[config.mk]
export PLATFORM = sky130hd
export DESIGN_NAME = cic_comb_decim
export DESIGN_NICKNAME = d
export VERILOG_FILES = /design/src/rtl/cic_pkg.sv /design/src/rtl/cic_comb_decim_comb.sv /design/src/rtl/cic_comb_decim.sv
export SDC_FILE = /design/constraint.sdc
export NUM_CORES = 1
export LEC_CHECK = 0
export ABC_AREA = 0
export CELL_PAD_IN_SITES_DETAIL_PLACEMENT = 2
export CELL_PAD_IN_SITES_GLOBAL_PLACEMENT = 2
export CORE_ASPECT_RATIO = 0.7
export CORE_UTILIZATION = 40
export CTS_CLUSTER_SIZE = 8
export DETAILED_ROUTE_END_ITERATION = 10
export PLACE_DENSITY = 0.78
export SYNTH_ARGS = -nofsm -noshare
export SYNTH_HDL_FRONTEND = slang
export SYNTH_HIERARCHICAL = 1
export SYNTH_SLANG_ARGS = --single-unit
[constraint.sdc]
create_clock -name clk -period 4 [get_ports clk]
set_input_delay 0.6 -clock clk [delete_from_list [all_inputs] [get_ports clk]]
set_output_delay 0.6 -clock clk [all_outputs]
set_load 0.02 [all_outputs]
[src/rtl/cic_pkg.sv]
// Shared CIC constants: comb stage count and differential-delay limits,
// plus the clamp used to keep elaborated sizes inside those limits.
package cic_pkg;

    localparam int unsigned N_MIN           = 1;
    localparam int unsigned N_MAX           = 6;
    localparam int unsigned M_MIN           = 1;
    localparam int unsigned M_MAX           = 2;
    localparam int unsigned DELAY_DEPTH_MAX = M_MAX;

    function automatic int unsigned clamp_range(input int unsigned v,
                                                input int unsigned lo,
                                                input int unsigned hi);
        if (v < lo) return lo;
        if (v > hi) return hi;
        return v;
    endfunction

endpackage

[src/rtl/cic_comb_decim_comb.sv]
// Single registered comb (differentiator) stage: y = x - x delayed by M
// accepted samples, modular DW-bit arithmetic, advancing only when en is high.
module comb
    import cic_pkg::*;
#(
    parameter int          DW = 24,
    parameter int unsigned M  = 1
) (
    input  logic                 clk,
    input  logic                 reset,
    input  logic                 en,
    input  logic signed [DW-1:0] x,
    output logic signed [DW-1:0] y
);

    localparam int unsigned DEPTH = clamp_range(M, M_MIN, DELAY_DEPTH_MAX);

    logic signed [DW-1:0] dly [DEPTH];

    always_ff @(posedge clk or posedge reset) begin
        if (reset) begin
            y <= '0;
            for (int unsigned i = 0; i < DEPTH; i++) dly[i] <= '0;
        end else if (en) begin
            y      <= x - dly[DEPTH-1];
            dly[0] <= x;
            for (int unsigned i = 1; i < DEPTH; i++) dly[i] <= dly[i-1];
        end
    end

endmodule

[src/rtl/cic_comb_decim.sv]
// CIC decimator back end: ce-qualified rate-R decimation, N comb stages,
// then round-half-up / saturating truncation from DW to OW bits.
module cic_comb_decim
    import cic_pkg::*;
#(
    parameter int          DW = 24,
    parameter int          OW = 16,
    parameter int unsigned N  = 3,
    parameter int unsigned M  = 1,
    parameter int          RW = 8
) (
    input  logic                 clk,
    input  logic                 reset,
    input  logic                 ce,
    input  logic signed [DW-1:0] din,
    input  logic        [RW-1:0] rate,
    output logic signed [OW-1:0] dout,
    output logic                 dout_valid
);

    localparam int unsigned NS = clamp_range(N, N_MIN, N_MAX);
    localparam int unsigned MD = clamp_range(M, M_MIN, M_MAX);

    logic [RW-1:0]        cnt;
    logic [RW-1:0]        r_lat;
    logic [RW-1:0]        r_cur;
    logic [RW-1:0]        rate_eff;
    logic                 fresh;
    logic                 accept;
    logic signed [DW-1:0] acc_data;
    logic [NS:0]          vld;
    logic signed [DW-1:0] comb_out [NS];
    logic signed [DW-1:0] comb_res;
    logic signed [OW-1:0] rounded;

    assign rate_eff = (rate == '0) ? RW'(1) : rate;
    // The first frame after reset uses the rate present on the release clock.
    assign r_cur    = fresh ? rate_eff : r_lat;
    assign accept   = ce && (cnt == r_cur - RW'(1));

    always_ff @(posedge clk or posedge reset) begin
        if (reset) begin
            cnt   <= '0;
            r_lat <= RW'(1);
            fresh <= 1'b1;
        end else begin
            fresh <= 1'b0;
            if (fresh || accept) r_lat <= rate_eff;
            if (accept)  cnt <= '0;
            else if (ce) cnt <= cnt + RW'(1);
        end
    end

    always_ff @(posedge clk or posedge reset) begin
        if (reset) begin
            acc_data <= '0;
            vld      <= '0;
        end else begin
            vld <= {vld[NS-1:0], accept};
            if (accept) acc_data <= din;
        end
    end

    for (genvar k = 0; k < int'(NS); k++) begin : g_stage
        logic signed [DW-1:0] x;
        if (k == 0) begin : g_first
            assign x = acc_data;
        end else begin : g_next
            assign x = comb_out[k-1];
        end
        comb #(.DW(DW), .M(MD)) u_comb (
            .clk   (clk),
            .reset (reset),
            .en    (vld[k]),
            .x     (x),
            .y     (comb_out[k])
        );
    end

    assign comb_res = comb_out[NS-1];

    if (OW == DW) begin : g_full
        assign rounded = comb_res;
    end else begin : g_round
        localparam logic [DW-1:0] HALF = DW'(1) << (DW - OW - 1);
        logic [DW-1:0] sum;
        logic          ovf;
        logic          rnd_unused;
        assign sum        = comb_res + HALF;
        // Only a non-negative input can cross the sign bit when adding HALF.
        assign ovf        = ~comb_res[DW-1] & sum[DW-1];
        assign rounded    = ovf ? {1'b0, {(OW-1){1'b1}}} : sum[DW-1:DW-OW];
        assign rnd_unused = ^sum[DW-OW-1:0];
    end

    always_ff @(posedge clk or posedge reset) begin
        if (reset) begin
            dout       <= '0;
            dout_valid <= 1'b0;
        end else begin
            dout_valid <= vld[NS];
            if (vld[NS]) dout <= rounded;
        end
    end

endmodule
==> results.ini, run 1 <==
[setup_path]
slowest_delay_ns=0.86
slowest_stage=dfstp_2
crit_arrival_ns=3.94
cp-start-kind=flop
path_cells=mux2_2 > a21oi_1 > ha_1 > xor2_1 > xnor2_1 > nor4b_1 > a22o_1 > o211a_4 > buf_12 > mux2_4
required_ns=4.34
crit_type=flop to flop
cp_max_fo=27
critPathCaptureType=flop

[floorplan]
start_util_pct=40.8
dieArea_mm2=0.0313
rows=53
chipWidth_um=211
core_mm2=0.0300
die_h_um=148
pin_count=52

[clock_network]
cts.repair.resized=0
clk_pin_slew_ns=0.08
clock-root-buffer=clkbuf_16
clk_latency_ns=0.46
cts_buffer_depth=2
cts_made_buffers=17
htreeDepth=4
clock_sinks=199
cts_tree=built
ctsHoldBuffers=0
cts_setup_buffers=0

[power_and_ir_drop]
comb_power_share_pct=57.1
p_clk_share_pct=17.3
vdd_drop_max_mv=0.331
p_int_w=0.00572
power_density_mw_per_mm2=760
power.total_w=0.0104
seqPwrFrac_pct=25.6
p_sw_w=0.00468
sw_frac_of_total_pct=45.0
leakage_nw=6.20

[sta]
finalClockSkew_ns=0.00982
rsz0062_at_grt=no
worst_pin_slew_ns=1.14
hold_viol=0
fin_crit_sh_pct=89.9
max_slew_margin_pct=23.6
setup_viol=0
fin_crit_ns=3.60
tns_ns=0
maxSlewViolCount=0
max_freq_mhz=278

[detailed_routing]
ant_nets=0
vias=9741
wl_um=34100
drt_iter0_drc=503
drtPass1Iterations=5
drc=0
avgRoutedWirePerCell_um=19.6
routed_via_density=5.61

[worst_hold_path]
hold_path.class=flop to flop

[grt]
grt_usage_pct=22.9
grt_pass1_wl_um=57000
grt_pass1_vias=10800
grt_overflow=0
grt_max_degree=76
antenna_found_initial=0

[run]
max_cap_viol_count=0

[final_layout]
final_cell_count_no_fill=1736
final_layout_size_suffix_gt1_share_pct=11.0
syn_to_final_growth_pct=11.7
multi_input_area_mm2=0.00660
final_cell_area_mm2=0.0137
diodes=0
fill_cells=3222
finalNetCount=1421
seq_area_mm2=0.00499

[placed_design]
dp.cells=1704
gp_congestion=0.856
port_buffers=51
post_dp_cell_area_mm2=0.0131
post-dp-hpwl_um=24500

[synth]
postSynthAreaPerCell_um2=9.60
ys.warnings.count=6
synth_fp_nets=1386
postSynthCellCount=1276
netlist_area_mm2=0.0122

[outcome]
outcome=finished, final reports clean

## state kept, by name (all words and copies together) (netlist names)
name	count
fresh	1
g_stage.u_comb/y	65
vld	4
r_lat	8
cnt	8
acc_data	24
dout	16
g_stage.u_comb/dly	72
dout_valid	1
## cell type report
cell class	count	area share, %
Timing Repair Buffer	66	4.64
Multi-Input combinational cell	931	48.2
Clock inverter	13	1.07
Inverter	96	2.63
Tap cell	412	3.77
Clock buffer	19	3.24
Sequential cell	199	36.4
## worst paths after layout
kind / start / end / slack (ns) / cells past startpoint
setup / recovery: fresh$_DFF_PP1_ / acc_data[23]$_DFFE_PP0P_ / 0.40 / 10
hold / removal: dout[2]$_DFFE_PP0P_ / dout[2]$_DFFE_PP0P_ / 0.49 / 1
setup reg to reg: fresh$_DFF_PP1_ / acc_data[23]$_DFFE_PP0P_ / 0.40 / 10
hold reg to reg: dout[2]$_DFFE_PP0P_ / dout[2]$_DFFE_PP0P_ / 0.49 / 1
max in group asynchronous: reset / acc_data[9]$_DFFE_PP0P_ / 2.27 / 3
min in group asynchronous: reset / g_stage[0].u_comb/dly[0]$_DFFE_PP0P_ / 0.71 / 2
## routing by layer
metal | GRT usage (%) | vias to the layer above | routed length, µm
met5 | 0 | - | 0
met4 | 5.69 | 0 | 385
met3 | 3.53 | 20 | 805
met2 | 37.1 | 80 | 15900
met1 | 32.0 | 5024 | 17000
li1 | - | 4617 | -
## placed cells by master (no fill, tap or decap), types with 25 or more instances in the layout
cell type / count
dfrtp_1: 194
nor2_1: 80
xor2_1: 27
mux2_2: 32
ha_1: 72
o21ai_0: 102
inv_1: 90
clkdlybuf4s50_1: 51
nand3_1: 38
xnor2_1: 37
nand2_1: 147
a21oi_1: 69
mux2_4: 26
a21o_1: 25
## power groups by stage
| stage | combinational [W] | clock [W] | sequential, W |
|---|---|---|---|
| final | 0.00594 | 0.00180 | 0.00266 |
| after floorplan | 0.00434 | 0 | 0.00262 |
| after global placement | 0.00557 | 0 | 0.00269 |
| after detailed placement | 0.00579 | 0 | 0.00270 |
| after CTS | 0.00591 | 0.00186 | 0.00267 |
| after global routing | 0.00649 | 0.00193 | 0.00271 |
## stage by stage
step	worst slack [ns]	hold WS (ns)	utilization (%)
5_1_grt	0.226	0.527	45.6
6_report	0.405	0.492	45.6
3_3_place_gp	0.354	0.472	43.6
3_5_place_dp	0.218	0.483	43.6
2_1_floorplan	0.767	0.352	-
4_1_cts	0.381	0.501	45.6
## critical path: cells and delay by family, from the launching register on
kind	cells	cell delay, ns
compound gates	3	0.76
buf+inv	1	0.22
flops	1	0.86
xor+xnor	2	0.33
simple gates	1	0.32
fa+ha+maj	1	0.24
mux	2	0.72
Power figures use the tool's default switching activity.
==> run 2: changes to the inputs <==
Settings changed: CAP_MARGIN set to 20, PLACE_DENSITY 0.78 to not set, PLACE_DENSITY_LB_ADDON set to 0.2.
==> run 2 against run 1 <==
- register-to-register slack improved by 0.02 ns
- final cell count fell by 0.12%
- count of clock-buffer cells in the layout fell by 1
- sequential power is essentially flat
- combinational power hardly changed
- non-clock buffer count stayed put
- critical path depth unchanged
- die area stayed put
- power is 1.3% lower
- critical path type unchanged
- first-iteration DRC count increased by 11%
==> results.ini, run 2 (synthesis results as in run 1) <==
[final_layout]
layout_commonest_cell=dfrtp_1
reg.largest.list=g_stage.u_comb/dly x72, g_stage.u_comb/y x65, acc_data x24
layout_common_cells=dfrtp_1 (194), nand2_1 (147), o21ai_0 (102)
final_cell_area_mm2=0.0137
diodes=0
final_layout_size_suffix_gt1_share_pct=11.0
syn_to_final_growth_pct=11.5
finalNetCount=1421
largest_register_ffs=72
regMostFlops=g_stage.u_comb/dly
fill_cells=3269

[sta]
rsz0062_at_grt=no
whs_ns=0.478
fin_crit_sh_pct=89.3
maxSlewViolCount=0
tns_ns=0
setup_viol=0
max_freq_mhz=280
max_slew_margin_pct=37.9
hold_viol=0
worst_pin_slew_ns=0.931
finalClockSkew_ns=0.0103
fin_crit_ns=3.57

[power_and_ir_drop]
power_density_mw_per_mm2=752
leakage_nw=6.19
vdd_drop_max_mv=0.388

[floorplan]
start_util_pct=40.8
core_mm2=0.0300
dieArea_mm2=0.0313
pin_count=52
rows=53
chipWidth_um=211
die_h_um=148

[detailed_routing]
avgRoutedWirePerCell_um=19.9
drtPass1Iterations=5
ant_nets=0
vias=9826
routed_via_density=5.67
drt_iter0_drc=559
drc=0
wl_um=34500

[clock_network]
clk_pin_slew_ns=0.08
clock-root-buffer=clkbuf_16
ctsHoldBuffers=0
cts_setup_buffers=0
cts_buffer_depth=2
cts_made_buffers=17
clk_latency_ns=0.45
cts_tree=built
clock_sinks=199
cts.repair.resized=0
htreeDepth=4

[setup_path]
crit_arrival_ns=3.91
critPathCaptureType=flop
required_ns=4.34
cp_max_fo=27
crit_type=flop to flop
cp-start-kind=flop

[grt]
antenna_found_initial=0
grt_max_degree=76
grt_pass1_vias=11000
grt_usage_pct=23.2
grt_overflow=0
grt_pass1_wl_um=58000

[run]
max_cap_viol_count=0

[placed_design]
post_dp_cell_area_mm2=0.0131
gp_congestion=0.812
port_buffers=51
post-dp-hpwl_um=25100

[worst_hold_path]
hold_path.class=flop to flop

[outcome]
outcome=finished, final reports clean

==> run 2: cell types whose count changed in the layout (fill, tap and decap cells not counted), sizes merged <==
cell	change
clkbuf	-1
clkinv	+4
bufinv	-1
inv	-4
==> run 2: final cells by class <==
cell class	instances	area (µm²)	area share [%]
flip-flops and latches	199	4990	36.5
repair buffers	66	648	4.75
clock inverters	12	108	0.788
inverters	96	360	2.64
clock buffers	18	439	3.22
multi-input cells	931	6600	48.3
well taps	412	515	3.78
==> run 2: where the power goes <==
group	leakage (nW)	internal, W	switching (W)
Combinational	3.20	0.00245	0.00348
Clock	0.263	0.000867	0.000808
Sequential	2.73	0.00233	0.000336
==> run 2: critical path: stages (launching register included) <==
cell and delay [ns]:
dfstp_2 0.84, mux2_2 0.39, a21oi_1 0.27, ha_1 0.24, xor2_1 0.17, xnor2_1 0.12, nor4b_1 0.33, a22o_1 0.22
o211a_4 0.30, buf_12 0.22, mux2_4 0.32
==> run 2: routing by layer <==
metal | part of all wire (%) | vias up | GRT usage (%)
li1 | - | 4611 | -
met1 | 49 | 5117 | 31.8
met2 | 48 | 78 | 38.8
met3 | 2.2 | 20 | 3.74
met4 | 0.95 | 0 | 4.89
met5 | 0 | - | 0
==> run 2: per-stage QoR <==
stage          instances  power [W]  utilization (%)  worst slack (ns)
3_3_place_gp        1703    0.00826             43.6             0.329
3_5_place_dp        1703    0.00851             43.6             0.245
2_1_floorplan       1276    0.00696                -             0.767
4_1_cts             1733     0.0103             45.4             0.422
6_report            1734     0.0103             45.5             0.428
5_1_grt             1734     0.0110             45.5             0.260
==> run 2: worst paths after layout <==
kind | startpoint | depth (start not counted) | to | slack [ns]
worst min register to register | dout[2]$_DFFE_PP0P_ | 1 | dout[2]$_DFFE_PP0P_ | 0.48
max in group asynchronous | reset | 3 | g_stage[2].u_comb/y[22]$_DFFE_PP0P_ | 2.28
min in group asynchronous | reset | 2 | g_stage[1].u_comb/y[1]$_DFFE_PP0P_ | 0.66
worst max-delay path | fresh$_DFF_PP1_ | 10 | acc_data[20]$_DFFE_PP0P_ | 0.43
worst min-delay path | dout[2]$_DFFE_PP0P_ | 1 | dout[2]$_DFFE_PP0P_ | 0.48
worst max register to register | fresh$_DFF_PP1_ | 10 | acc_data[20]$_DFFE_PP0P_ | 0.43
